==> config.mk <==
export PLATFORM = sky130hd
export DESIGN_NAME = fnd_scan_driver_flat
export DESIGN_NICKNAME = d
export VERILOG_FILES = /design/src/rtl/fnd_scan_driver_pkg.sv /design/src/rtl/fnd_scan_driver_if.sv /design/src/rtl/fnd_scan_driver_bin2bcd_seq.sv /design/src/rtl/fnd_scan_driver.sv /design/src/flat_wrapper.sv
export SDC_FILE = /design/constraint.sdc
export NUM_CORES = 1
export LEC_CHECK = 0
export CELL_PAD_IN_SITES_DETAIL_PLACEMENT = 1
export CELL_PAD_IN_SITES_GLOBAL_PLACEMENT = 1
export CORE_MARGIN = 2
export CORE_UTILIZATION = 40
export DETAILED_ROUTE_END_ITERATION = 8
export HOLD_SLACK_MARGIN = 0.08
export PLACE_DENSITY = 0.78
export SYNTH_ARGS = -nofsm -noshare
export SYNTH_HDL_FRONTEND = slang
export SYNTH_HIERARCHICAL = 1
export SYNTH_SLANG_ARGS = --single-unit
==> constraint.sdc <==
create_clock -name i_clk -period 5.7 [get_ports i_clk]
set_input_delay 0.57 -clock i_clk [delete_from_list [all_inputs] [get_ports i_clk]]
set_output_delay 0.57 -clock i_clk [all_outputs]
set_load 0.005 [all_outputs]
==> src/rtl/fnd_scan_driver_pkg.sv <==
// Shared types and constants for the 4-digit FND scan driver.
// Covers the controller FSM states, the digit/width constants and the double-dabble nibble correction.
package fnd_pkg;

    typedef enum logic [1:0] {
        IDLE   = 2'd0,
        CONV   = 2'd1,
        UPDATE = 2'd2
    } fsm_state_t;

    localparam int               FND_DIGITS   = 4;
    localparam int               BIN_W        = 14;
    localparam int               BCD_W        = 4 * FND_DIGITS;
    localparam logic [BIN_W-1:0] BCD_MAX      = 14'd9999;
    localparam logic [3:0]       FND_DOT_CODE = 4'ha;

    // Double-dabble correction applied to a BCD nibble before each shift.
    function automatic logic [3:0] dabble_adj(input logic [3:0] n);
        return (n >= 4'd5) ? (n + 4'd3) : n;
    endfunction

endpackage

==> src/rtl/fnd_scan_driver_if.sv <==
// Load/capture and scan-output bundle of the FND scan driver.
// The slave modport belongs to the driver; the master modport belongs to whoever feeds it and watches the display.
interface fnd_scan_driver_if;
    import fnd_pkg::*;

    logic             i_Load;
    logic [BIN_W-1:0] i_Bin;
    logic             i_LZB;
    logic             o_Busy;
    logic             o_Overflow;
    logic [3:0]       o_Digit_Sel;
    logic [3:0]       o_Value;
    logic             o_Blank;

    modport slave (
        input  i_Load, i_Bin, i_LZB,
        output o_Busy, o_Overflow, o_Digit_Sel, o_Value, o_Blank
    );

    modport master (
        output i_Load, i_Bin, i_LZB,
        input  o_Busy, o_Overflow, o_Digit_Sel, o_Value, o_Blank
    );

endinterface

==> src/rtl/fnd_scan_driver_bin2bcd_seq.sv <==
// Sequential double-dabble converter: one adjust-and-shift step per clock.
// A full conversion takes BIN_W clocks after the load edge.
module bin2bcd_seq
    import fnd_pkg::*;
(
    input  logic             i_clk,
    input  logic             i_reset_n,
    input  logic             i_load,
    input  logic [BIN_W-1:0] i_bin,
    output logic             o_busy,
    output logic             o_done,
    output logic [BCD_W-1:0] o_bcd
);

    localparam logic [3:0] LAST_SHIFT = 4'(BIN_W - 1);

    logic [BIN_W-1:0] r_bin;
    logic [BCD_W-1:0] r_bcd;
    logic [3:0]       r_cnt;
    logic             r_run;
    logic [BCD_W-1:0] w_adj;

    for (genvar gi = 0; gi < FND_DIGITS; gi++) begin : g_adj
        assign w_adj[gi*4 +: 4] = dabble_adj(r_bcd[gi*4 +: 4]);
    end

    always_ff @(posedge i_clk or negedge i_reset_n) begin
        if (!i_reset_n) begin
            r_bin <= '0;
            r_bcd <= '0;
            r_cnt <= '0;
            r_run <= 1'b0;
        end else if (i_load && !r_run) begin
            r_bin <= i_bin;
            r_bcd <= '0;
            r_cnt <= '0;
            r_run <= 1'b1;
        end else if (r_run) begin
            {r_bcd, r_bin} <= {w_adj, r_bin} << 1;
            r_cnt          <= r_cnt + 4'd1;
            if (r_cnt == LAST_SHIFT) begin
                r_run <= 1'b0;
            end
        end
    end

    // Done flags the edge that performs the final shift, so the result is stable one clock later.
    assign o_busy = r_run;
    assign o_done = r_run && (r_cnt == LAST_SHIFT);
    assign o_bcd  = r_bcd;

endmodule

==> src/rtl/fnd_scan_driver.sv <==
// Captures a binary count, converts it to BCD, and scans four digits onto one decoder input.
// Also handles leading-zero blanking and the overflow (dot-only) display.
module fnd_scan_driver
    import fnd_pkg::*;
#(
    parameter int CLK_HZ   = 100_000_000,
    parameter int DIGIT_HZ = 1_000,
    parameter int SCAN_DIV = CLK_HZ / DIGIT_HZ
) (
    input  logic               i_clk,
    input  logic               i_reset_n,
    fnd_scan_driver_if.slave   bus
);

    localparam int             PRE_W    = $clog2(SCAN_DIV);
    localparam logic [PRE_W-1:0] PRE_LAST = PRE_W'(SCAN_DIV - 1);

    fsm_state_t        r_state;
    logic              r_busy;
    logic              r_ovf;
    logic              r_cap_ovf;
    logic [3:0]        r_disp [FND_DIGITS];
    logic [PRE_W-1:0]  r_pre;
    logic [1:0]        r_idx;
    logic [3:0]        r_sel;
    logic [3:0]        r_value;
    logic              r_blank;

    logic              w_load;
    logic              w_conv_busy;
    logic              w_conv_done;
    logic [BCD_W-1:0]  w_bcd;
    logic [FND_DIGITS-1:0] w_lzb_blank;
    logic              w_run_zero;

    assign w_load = bus.i_Load && (r_state == IDLE) && !w_conv_busy;

    bin2bcd_seq u_bin2bcd (
        .i_clk     (i_clk),
        .i_reset_n (i_reset_n),
        .i_load    (w_load),
        .i_bin     (bus.i_Bin),
        .o_busy    (w_conv_busy),
        .o_done    (w_conv_done),
        .o_bcd     (w_bcd)
    );

    always_ff @(posedge i_clk or negedge i_reset_n) begin
        if (!i_reset_n) begin
            r_state   <= IDLE;
            r_busy    <= 1'b0;
            r_ovf     <= 1'b0;
            r_cap_ovf <= 1'b0;
            for (int i = 0; i < FND_DIGITS; i++) r_disp[i] <= 4'd0;
        end else begin
            case (r_state)
                IDLE: begin
                    if (w_load) begin
                        r_cap_ovf <= (bus.i_Bin > BCD_MAX);
                        r_busy    <= 1'b1;
                        r_state   <= CONV;
                    end
                end
                CONV: begin
                    if (w_conv_done) r_state <= UPDATE;
                end
                UPDATE: begin
                    // An out-of-range capture keeps the old digits; the dot display hides them anyway.
                    if (!r_cap_ovf) begin
                        for (int i = 0; i < FND_DIGITS; i++) r_disp[i] <= w_bcd[i*4 +: 4];
                    end
                    r_ovf   <= r_cap_ovf;
                    r_busy  <= 1'b0;
                    r_state <= IDLE;
                end
                default: r_state <= IDLE;
            endcase
        end
    end

    // Digit k blanks when it and every more significant digit are zero; the ones digit never blanks.
    always_comb begin
        w_lzb_blank = '0;
        w_run_zero  = 1'b1;
        for (int k = FND_DIGITS - 1; k >= 1; k--) begin
            w_run_zero     = w_run_zero && (r_disp[k] == 4'd0);
            w_lzb_blank[k] = w_run_zero;
        end
    end

    always_ff @(posedge i_clk or negedge i_reset_n) begin
        if (!i_reset_n) begin
            r_pre   <= '0;
            r_idx   <= 2'd0;
            r_sel   <= 4'b1110;
            r_value <= 4'd0;
            r_blank <= 1'b0;
        end else begin
            if (r_pre == PRE_LAST) begin
                r_pre <= '0;
                r_idx <= r_idx + 2'd1;
            end else begin
                r_pre <= r_pre + PRE_W'(1);
            end
            r_sel <= ~(4'b0001 << r_idx);
            if (r_ovf) begin
                r_value <= FND_DOT_CODE;
                r_blank <= 1'b0;
            end else begin
                r_value <= r_disp[r_idx];
                r_blank <= bus.i_LZB && w_lzb_blank[r_idx];
            end
        end
    end

    assign bus.o_Busy      = r_busy;
    assign bus.o_Overflow  = r_ovf;
    assign bus.o_Digit_Sel = r_sel;
    assign bus.o_Value     = r_value;
    assign bus.o_Blank     = r_blank;

endmodule

==> src/flat_wrapper.sv <==
// flat-port wrapper written by rule: the top's interface ports become plain ports
module fnd_scan_driver_flat import fnd_pkg::*;
#(
    parameter int CLK_HZ   = 100_000_000,
    parameter int DIGIT_HZ = 1_000,
    parameter int SCAN_DIV = CLK_HZ / DIGIT_HZ
)
  (i_clk, i_reset_n, bus_i_Load, bus_i_Bin, bus_i_LZB, bus_o_Busy, bus_o_Overflow, bus_o_Digit_Sel, bus_o_Value, bus_o_Blank);
  fnd_scan_driver_if bus_i ();
  input  logic i_clk;
  input  logic i_reset_n;
  input wire logic [$bits(bus_i.i_Load)-1:0] bus_i_Load;
  input wire logic [$bits(bus_i.i_Bin)-1:0] bus_i_Bin;
  input wire logic [$bits(bus_i.i_LZB)-1:0] bus_i_LZB;
  output wire logic [$bits(bus_i.o_Busy)-1:0] bus_o_Busy;
  output wire logic [$bits(bus_i.o_Overflow)-1:0] bus_o_Overflow;
  output wire logic [$bits(bus_i.o_Digit_Sel)-1:0] bus_o_Digit_Sel;
  output wire logic [$bits(bus_i.o_Value)-1:0] bus_o_Value;
  output wire logic [$bits(bus_i.o_Blank)-1:0] bus_o_Blank;
  assign bus_i.i_Load = bus_i_Load;
  assign bus_i.i_Bin = bus_i_Bin;
  assign bus_i.i_LZB = bus_i_LZB;
  assign bus_o_Busy = bus_i.o_Busy;
  assign bus_o_Overflow = bus_i.o_Overflow;
  assign bus_o_Digit_Sel = bus_i.o_Digit_Sel;
  assign bus_o_Value = bus_i.o_Value;
  assign bus_o_Blank = bus_i.o_Blank;
  fnd_scan_driver #(.CLK_HZ(CLK_HZ), .DIGIT_HZ(DIGIT_HZ), .SCAN_DIV(SCAN_DIV)) u_core (.i_clk(i_clk), .i_reset_n(i_reset_n), .bus(bus_i));
endmodule
Word level (Yosys, flattened, before mapping)
Index checks and enable logic that the tools add are counted.
{"block": "classes", "add_sub_neg": 7, "n_lt_le_gt_ge": 7, "eq_ne": 6, "shifts": 1, "mux": 26, "bitwise": 3, "reduce_logical": 18}
{"cell": "16-bit 2-to-1 mux", "n": 2}
{"cell": "4-bit 2-to-1 mux", "n": 8}
{"cell": "14-bit 2-to-1 mux", "n": 2}
{"cell": "17-bit by 1-bit adder with 17-bit output, second input constant", "n": 1}
{"cell": "17-bit == test, second input constant", "n": 1}
{"cell": "17-bit 2-to-1 mux", "n": 1}
{"cell": "4-bit by 3-bit >= comparator with 1-bit output, second input constant", "n": 4}
{"cell": "14-bit greater-than comparator, second input constant", "n": 1}
{"cell": "4-bit by 2-bit adder with 4-bit output, second input constant", "n": 3}
{"cell": "4-bit zero test", "n": 3}
{"cell": "4-bit binary-select mux with 2-bit select", "n": 1}
{"cell": "2-bit AND reduction", "n": 4}
{"cell": "1-bit logical AND", "n": 7}
{"cell": "1-bit 2-to-1 mux", "n": 6}
{"cell": "4-bit by 1-bit adder with 4-bit output, second input constant", "n": 1}
{"cell": "4-bit == test, second input constant", "n": 1}
{"cell": "2-bit 2-to-1 mux", "n": 2}
{"cell": "2-bit inequality test, second input constant", "n": 2}
{"cell": "4-bit NOT", "n": 1}
{"cell": "2-bit one-hot mux with 2 select lines", "n": 1}
{"cell": "2-bit nonzero test", "n": 2}
{"cell": "1-bit by 2-bit left shift with 4-bit output, first input constant", "n": 1}
{"cell": "3-bit by 2-bit adder with 3-bit output, second input constant", "n": 1}
{"cell": "3-bit >= comparator, second input constant", "n": 1}
{"cell": "11 further kinds", "n": 11}
{"block": "totals", "register_bits": 84, "output_inout_bits": 11, "word_cells": 85}

Longest topological paths before layout
Gate-level depths: netlist of the first run.
{"block": "depth", "depth_word": 7, "depth_mapped": 7, "depth_no_buf": 6}

By module
The synthesis of the first run kept the hierarchy.
{"module": "fnd_scan_driver", "n_inst": 1, "cells_each": 168, "area_per_inst_um2": 2143.3}
{"module": "bin2bcd_seq", "n_inst": 1, "cells_each": 183, "area_per_inst_um2": 1838.0}

Worst setup path after synthesis of the first run
No wires, ideal clock.
{"block": "synth_timing", "path_kind": "in2reg", "start": "input bus_i_Load", "end": "register u_core.u_bin2bcd.r_bin[7]", "setup_time_ns": 0.134, "t_arrival_ns": 1.751, "slack_ns": 3.815, "stages": 5, "cell_sequence": "or4b_2 > inv_1 > buf_4 > mux2i_1 > o21ai_0"}
{"block": "synth_via", "elab_chain_cells": 4, "word_cells_on_any_way": 5, "classes_between": "1 x mux; 4 x reduce/logical"}
{"element": "from (decl)", "line_no": "flat_wrapper.sv:12", "text": "input wire logic [$bits(bus_i.i_Load)-1:0] bus_i_Load;"}
{"element": "1-bit logical AND * (2 in a row)", "line_no": "fnd_scan_driver.sv:36", "text": "assign w_load = bus.i_Load && (r_state == IDLE) && !w_conv_busy;"}
{"element": "via u_core.w_load", "line_no": "fnd_scan_driver.sv:29", "text": "logic w_load;"}
{"element": "1-bit logical AND *", "line_no": "fnd_scan_driver_bin2bcd_seq.sv:33", "text": "end else if (i_load && !r_run) begin"}
{"element": "14-bit 2-to-1 mux / 2-bit nonzero test (equally long branches)"}
{"element": "to (signal assigned)", "line_no": "fnd_scan_driver_bin2bcd_seq.sv:34", "text": "r_bin <= i_bin;"}
{"element": "to (signal assigned)", "line_no": "fnd_scan_driver_bin2bcd_seq.sv:39", "text": "{r_bcd, r_bin} <= {w_adj, r_bin} << 1;"}
{"element": "to (decl)", "line_no": "fnd_scan_driver_bin2bcd_seq.sv:17", "text": "logic [BIN_W-1:0] r_bin;"}
Mark *: on every way through the listed nets, which the timed path passes. The rest lies on a longest branch.
A chain may end at the register's enable or synchronous reset.

Worst setup path after layout of the first run
{"block": "layout_timing", "start": "input bus_i_Load", "end": "register u_core.u_bin2bcd.r_bcd[10], in the netlist u_core/u_bin2bcd/o_bcd[10]"}
{"block": "layout_via", "elab_chain_cells": 4, "word_cells_on_any_way": 5, "classes_between": "1 x mux; 4 x reduce/logical"}
{"element": "1-bit logical AND * (2 in a row)", "line_no": "fnd_scan_driver.sv:36"}
{"element": "via u_core.w_load", "line_no": "fnd_scan_driver.sv:29"}
{"element": "1-bit logical AND *", "line_no": "fnd_scan_driver_bin2bcd_seq.sv:33"}
{"element": "16-bit 2-to-1 mux / 2-bit nonzero test (equally long branches)"}
{"element": "to (signal assigned)", "line_no": "fnd_scan_driver_bin2bcd_seq.sv:39"}
{"element": "to (decl)", "line_no": "fnd_scan_driver_bin2bcd_seq.sv:18", "text": "logic [BCD_W-1:0] r_bcd;"}
Marked as above.

==> results of run 1 <==
power by group:
part | leakage [nW] | switching (mW) | internal (mW) | total, mW
Sequential | 1.10 | 0.145 | 0.746 | 0.892
Clock | 0.110 | 0.223 | 0.250 | 0.473
Combinational | 0.788 | 0.313 | 0.279 | 0.592
Total | 2.00 | 0.682 | 1.27 | 1.96
kinds of logic after synthesis:
group,Yosys count,share of synthesized area
compound gates,55,0.0786
mux,39,0.116
fa+ha+maj,15,0.0471
simple gates,105,0.144
buf+inv,33,0.0415
xor+xnor,20,0.0440
flops,84,0.529
Yosys cell counts (all sizes together):
library cell,instances
o311ai,1
ha,15
nand2,35
dfrtp,81
xnor2,14
or3,5
mux2i,17
mux4,4
and2,2
and4,4
a311oi,1
nor3b,8
o211ai,1
mux2,18
nor2b,3
clkbuf,4
a22o,2
nor4bb,1
nor4,4
or2,2
dfstp,3
nand2b,6
or4b,1
buf,10
and3,2
a21oi,14
nand4b,1
nand4,6
nand3b,1
nand3,8
inv,19
a21o,2
and4b,1
xor2,6
nor3,1
or4,1
nor2,13
o21ai,34
metal layers:
metal | track usage | share of wire
met5 | 0 | 0
met4 | 0.0444 | 0.0089
met3 | 0.0334 | 0.025
met2 | 0.260 | 0.50
met1 | 0.207 | 0.47
worst max-delay path by stage:
stage / startpoint / to / slack (ns) / cells past startpoint
after global routing: bus_i_Load / u_core/u_bin2bcd/o_bcd[10] / 2.80 / 5
after CTS: bus_i_Load / u_core/u_bin2bcd/o_bcd[10] / 2.94 / 5
final: bus_i_Load / u_core/u_bin2bcd/o_bcd[10] / 2.94 / 5
after floorplan: bus_i_Load / u_core/u_bin2bcd/r_bin[7] / 3.81 / 5
after detailed placement: bus_i_Load / u_core/u_bin2bcd/o_bcd[10] / 2.56 / 5
after global placement: bus_i_Load / u_core/u_bin2bcd/o_bcd[10] / 2.60 / 5
cell type report:
type | count | area [µm²] | share of cell area
flip-flops and latches | 84 | 2110 | 0.462
multi-input cells | 234 | 1710 | 0.375
repair buffers | 29 | 285 | 0.0625
well taps | 133 | 166 | 0.0365
clock buffers | 9 | 124 | 0.0272
clock inverters | 7 | 98.8 | 0.0217
inverters | 19 | 71.3 | 0.0156
worst max-delay path: cells and delay by family:
kind / cells / cell delay (ns)
AOI/OAI and AO/OA: 1 / 0.31
buffers and inverters: 2 / 1.14
and+or+nand+nor: 2 / 0.97
flip-flops by register name, summed over array words and instances, names as in the netlist, 2 cells and up:
signal	count
u_core/bus.o_Digit_Sel	4
u_core/bus.o_Value	4
u_core/r_disp	16
u_core/r_idx	2
u_core/r_pre	17
u_core/r_state	2
u_core/u_bin2bcd/o_bcd	16
u_core/u_bin2bcd/r_bin	14
u_core/u_bin2bcd/r_cnt	4
==> impl_metrics.json, run 1 <==
{
  "via_count": 2683,
  "insertion_delay_ns": 0.35,
  "cts_hold_buf": 0,
  "ys.warnings.count": 6,
  "clk_pin_slew_worst_paths_ns": 0.08,
  "routed_wl_um": 8120,
  "synth_cell_type_count": 44,
  "syn-num-nets": 384,
  "r2r_start": "u_core/r_state[1]",
  "port_buffers": 28,
  "finalSetupViolations": 0,
  "drv_cap": 0,
  "grt_pass1_wl_um": 13500,
  "final_antenna_net_count": 0,
  "fin_nets": 410,
  "ys_ff_latch": 84,
  "crit_fanout": 22,
  "drc": 0,
  "post_dp_cell_area_mm2": 0.00434,
  "cts.path.max_buffers": 2,
  "yosysSeqAreaShare": 0.529,
  "die_h_um": 104,
  "drv_slew": 0,
  "overflow": 0,
  "peakVddDrop_mv": 0.257,
  "cts-htree-levels": 3,
  "outcome": "complete, no violations",
  "finalCritPeriodShare": 0.484,
  "grtUsageTotal": 0.156,
  "cts_tree": "done",
  "period_needed_ns": 2.76,
  "reg2regPathDepth": 4,
  "synth_top_area_frac": 0.509,
  "drt_pass1_iterations": 4,
  "numCtsBuffers": 9,
  "holdCritPathClass": "in2async",
  "final_cell_mix": "dfrtp_1 (81), nand2_1 (35), clkdlybuf4s50_1 (27)",
  "initial_core_util": 0.409,
  "r2r-end": "u_core/u_bin2bcd/o_bcd[10]",
  "r2r_slack_ns": 3.12,
  "wl_per_cell_um": 15.8,
  "synth_area_mm2": 0.00398,
  "mostFrequentLayoutCell": "dfrtp_1",
  "yosys.area.top_type": "dfrtp_1",
  "instances_no_fill": 515,
  "cts_setup_buffers": 0,
  "start_kind": "input port",
  "synthTopCellsByArea": "dfrtp_1 (51%), mux2_2 (5.1%), ha_1 (4.7%)",
  "area_delta_synth_final_pct": 14.6,
  "setup-tns-final_ns": 0,
  "relSlewSlack": 0.302,
  "finalInstanceArea_mm2": 0.00456,
  "viasPerCell": 5.21,
  "synthCells": 351,
  "fin_skew_ns": 0.0124,
  "clock-root-buffer": "clkbuf_8",
  "critPathKind": "in2reg",
  "final_util": 0.469,
  "tightest_slew_ns": 1.05,
  "dp_hpwl_um": 5630,
  "grt_max_degree": 85,
  "fp.coreArea_mm2": 0.00973,
  "clock-sinks": 84,
  "end_kind": "flip-flop",
  "pwr_density_cell_mw_per_mm2": 429,
  "finalHoldViolCount": 0,
  "dp.cells": 499,
  "timing.final.ws_setup_ns": 2.94,
  "holdWs_ns": 0.408,
  "die_w_um": 104,
  "grt_setup_unrepaired": "no",
  "post-place-ws_ns": 2.56,
  "cpPeakStageDelay_ns": 0.70,
  "finalPower_mw": 1.96,
  "gp_congestion": 0.753,
  "drive_gt1_frac": 0.141,
  "dr.first_iter.drc_count": 115,
  "cpMaxStageDelayCell": "inv_1",
  "fillers": 1082,
  "diodes": 0,
  "antenna_found_initial": 0,
  "io_pins": 29,
  "crit_arrival_ns": 3.00,
  "cts_resized": 0,
  "avgSynthCellArea_um2": 11.3,
  "dieArea_mm2": 0.0108,
  "leakage_nw": 2.00,
  "max_freq_mhz": 362,
  "crit_required_ns": 5.94,
  "path_cells": "clkdlybuf4s50_1 -> or4b_2 -> inv_1 -> nor2_2 -> a22o_1",
  "grt_pass1_vias": 2786,
  "rows": 36
}
Power figures use the tool's default switching activity.
==> inputs of run 2 (changes only) <==
==> constraint.sdc (replaced) <==
create_clock -name i_clk -period 2.8 [get_ports i_clk]
set_input_delay 0.28 -clock i_clk [delete_from_list [all_inputs] [get_ports i_clk]]
set_output_delay 0.28 -clock i_clk [all_outputs]
set_load 0.005 [all_outputs]
==> impl_metrics.json, run 2 (synthesis results as in run 1) <==
{
  "outcome": "complete, no violations",
  "crit_arrival_ns": 2.28,
  "overflow": 0,
  "cts_resized": 0,
  "fin_skew_ns": 0.0126,
  "fp.coreArea_mm2": 0.00973,
  "dr.first_iter.drc_count": 148,
  "cts_setup_buffers": 0,
  "fillers": 1112,
  "endpoint": "u_core/u_bin2bcd/r_bin[9]",
  "crit_start": "u_core/r_state[1]",
  "regMostFlops": "u_core/r_pre",
  "instances_no_fill": 517,
  "cpMaxStageDelayCell": "or4b_2",
  "die_h_um": 104,
  "multi_input_area_mm2": 0.00171,
  "seq_area_mm2": 0.00211,
  "fin_nets": 412,
  "holdCritPathClass": "in2async",
  "cts_hold_buf": 0,
  "port_buffers": 28,
  "start_kind": "flip-flop",
  "final_antenna_net_count": 0,
  "r2r-end": "u_core/u_bin2bcd/r_bin[9]",
  "max_freq_mhz": 485,
  "pwr_density_cell_mw_per_mm2": 840,
  "dieArea_mm2": 0.0108,
  "cts_tree": "done",
  "rows": 36,
  "viasPerCell": 5.15,
  "worstPathBufferInverterCount": 2,
  "setup-tns-final_ns": 0,
  "period_needed_ns": 2.06,
  "grt_pass1_vias": 2827,
  "clk_pin_slew_worst_paths_ns": 0.09,
  "mostFrequentLayoutCell": "dfrtp_1",
  "antenna_found_initial": 0,
  "initial_core_util": 0.409,
  "crit_required_ns": 3.02,
  "relSlewSlack": 0.298,
  "io_pins": 29,
  "grt_setup_unrepaired": "no",
  "leakage_nw": 1.98,
  "wl_per_cell_um": 15.7,
  "die_w_um": 104,
  "routed_wl_um": 8130,
  "finalPower_mw": 3.81,
  "end_kind": "flip-flop",
  "critPathKind": "reg2reg",
  "numCtsBuffers": 9,
  "via_count": 2660,
  "path_cells": "or4b_2 -> inv_1 -> buf_4 -> mux2i_1 -> o21ai_0",
  "grt_max_degree": 85,
  "tightest_slew_ns": 1.05,
  "peakVddDrop_mv": 0.464,
  "finalCritPeriodShare": 0.737,
  "cts-htree-levels": 3,
  "dp.cells": 501,
  "drt_pass1_iterations": 4,
  "clock-sinks": 84,
  "cp.depth": 5,
  "clock-root-buffer": "clkbuf_8",
  "reg2regPathDepth": 5,
  "drv_cap": 0,
  "drc": 0,
  "grtUsageTotal": 0.161,
  "finalHoldViolCount": 0,
  "diodes": 0,
  "crit_fanout": 21,
  "r2r_start": "u_core/r_state[1]",
  "dp_hpwl_um": 5470,
  "cpPeakStageDelay_ns": 0.73,
  "cts.path.max_buffers": 2,
  "insertion_delay_ns": 0.36,
  "area_delta_synth_final_pct": 13.8,
  "drv_slew": 0,
  "grt_pass1_wl_um": 13900,
  "crit_family": "simple AND/OR/NAND/NOR gates",
  "gp_congestion": 0.781,
  "drive_gt1_frac": 0.143,
  "r2r_slack_ns": 0.74,
  "finalSetupViolations": 0,
  "largest_register_ffs": 17,
  "final_cell_mix": "dfrtp_1 (81), nand2_1 (35), clkdlybuf4s50_1 (27)"
}
## run 2: cell count changes in the layout (fill, tap and decap cells not counted)
cell,before,now
bufinv_16,2,0
clkinv_2,1,0
clkinvlp_4,1,3
buf_4,2,4
clkbuf_1,0,1
## run 2: how the worst min path moves through the flow
stage	to	slack, ns	startpoint	depth (start not counted)
3_3_place_gp	u_core/u_bin2bcd/r_bin[1]	0.47	u_core/u_bin2bcd/r_bin[0]	2
6_report	u_core/bus.o_Value[3]	0.08	i_reset_n	1
3_5_place_dp	u_core/u_bin2bcd/r_bin[13]	0.48	u_core/u_bin2bcd/r_bin[12]	2
4_1_cts	u_core/bus.o_Value[3]	0.14	i_reset_n	1
2_1_floorplan	u_core/bus.o_Blank	-0.02	i_reset_n	0
5_1_grt	u_core/bus.o_Value[3]	0.17	i_reset_n	1
## run 2: final cells by class
class / count / share of cell area
Clock buffer: 10 / 0.0282
Clock inverter: 6 / 0.0108
Sequential cell: 84 / 0.465
Inverter: 19 / 0.0157
Multi-Input combinational cell: 234 / 0.378
Timing Repair Buffer: 31 / 0.0663
Tap cell: 133 / 0.0367
## run 2: per-stage QoR
step                      hold slack (ns)  instance area, µm²  setup slack [ns]  utilization
final                              0.0816                4530             0.736        0.466
after global routing                0.169                4530             0.630        0.466
after CTS                           0.137                4530             0.731        0.466
after detailed placement            0.478                4350             0.463        0.448
after global placement              0.467                4350             0.603        0.448
after floorplan                   -0.0156                3980              1.01            -
## run 2: report_power, final
part           internal (mW)  switching (mW)  leakage (nW)
Combinational          0.567           0.639         0.799
Clock                  0.330           0.466        0.0795
Sequential              1.52           0.286          1.10
Total                   2.42            1.39          1.98
## run 2: routing by layer
layer / part of all wire / vias to the layer above / global-route usage
met3: 0.033 / 12 / 0.0447
met4: 0.015 / 0 / 0.0531
met1: 0.48 / 1337 / 0.213
met2: 0.47 / 42 / 0.257
li1: - / 1269 / -
met5: 0 / - / 0
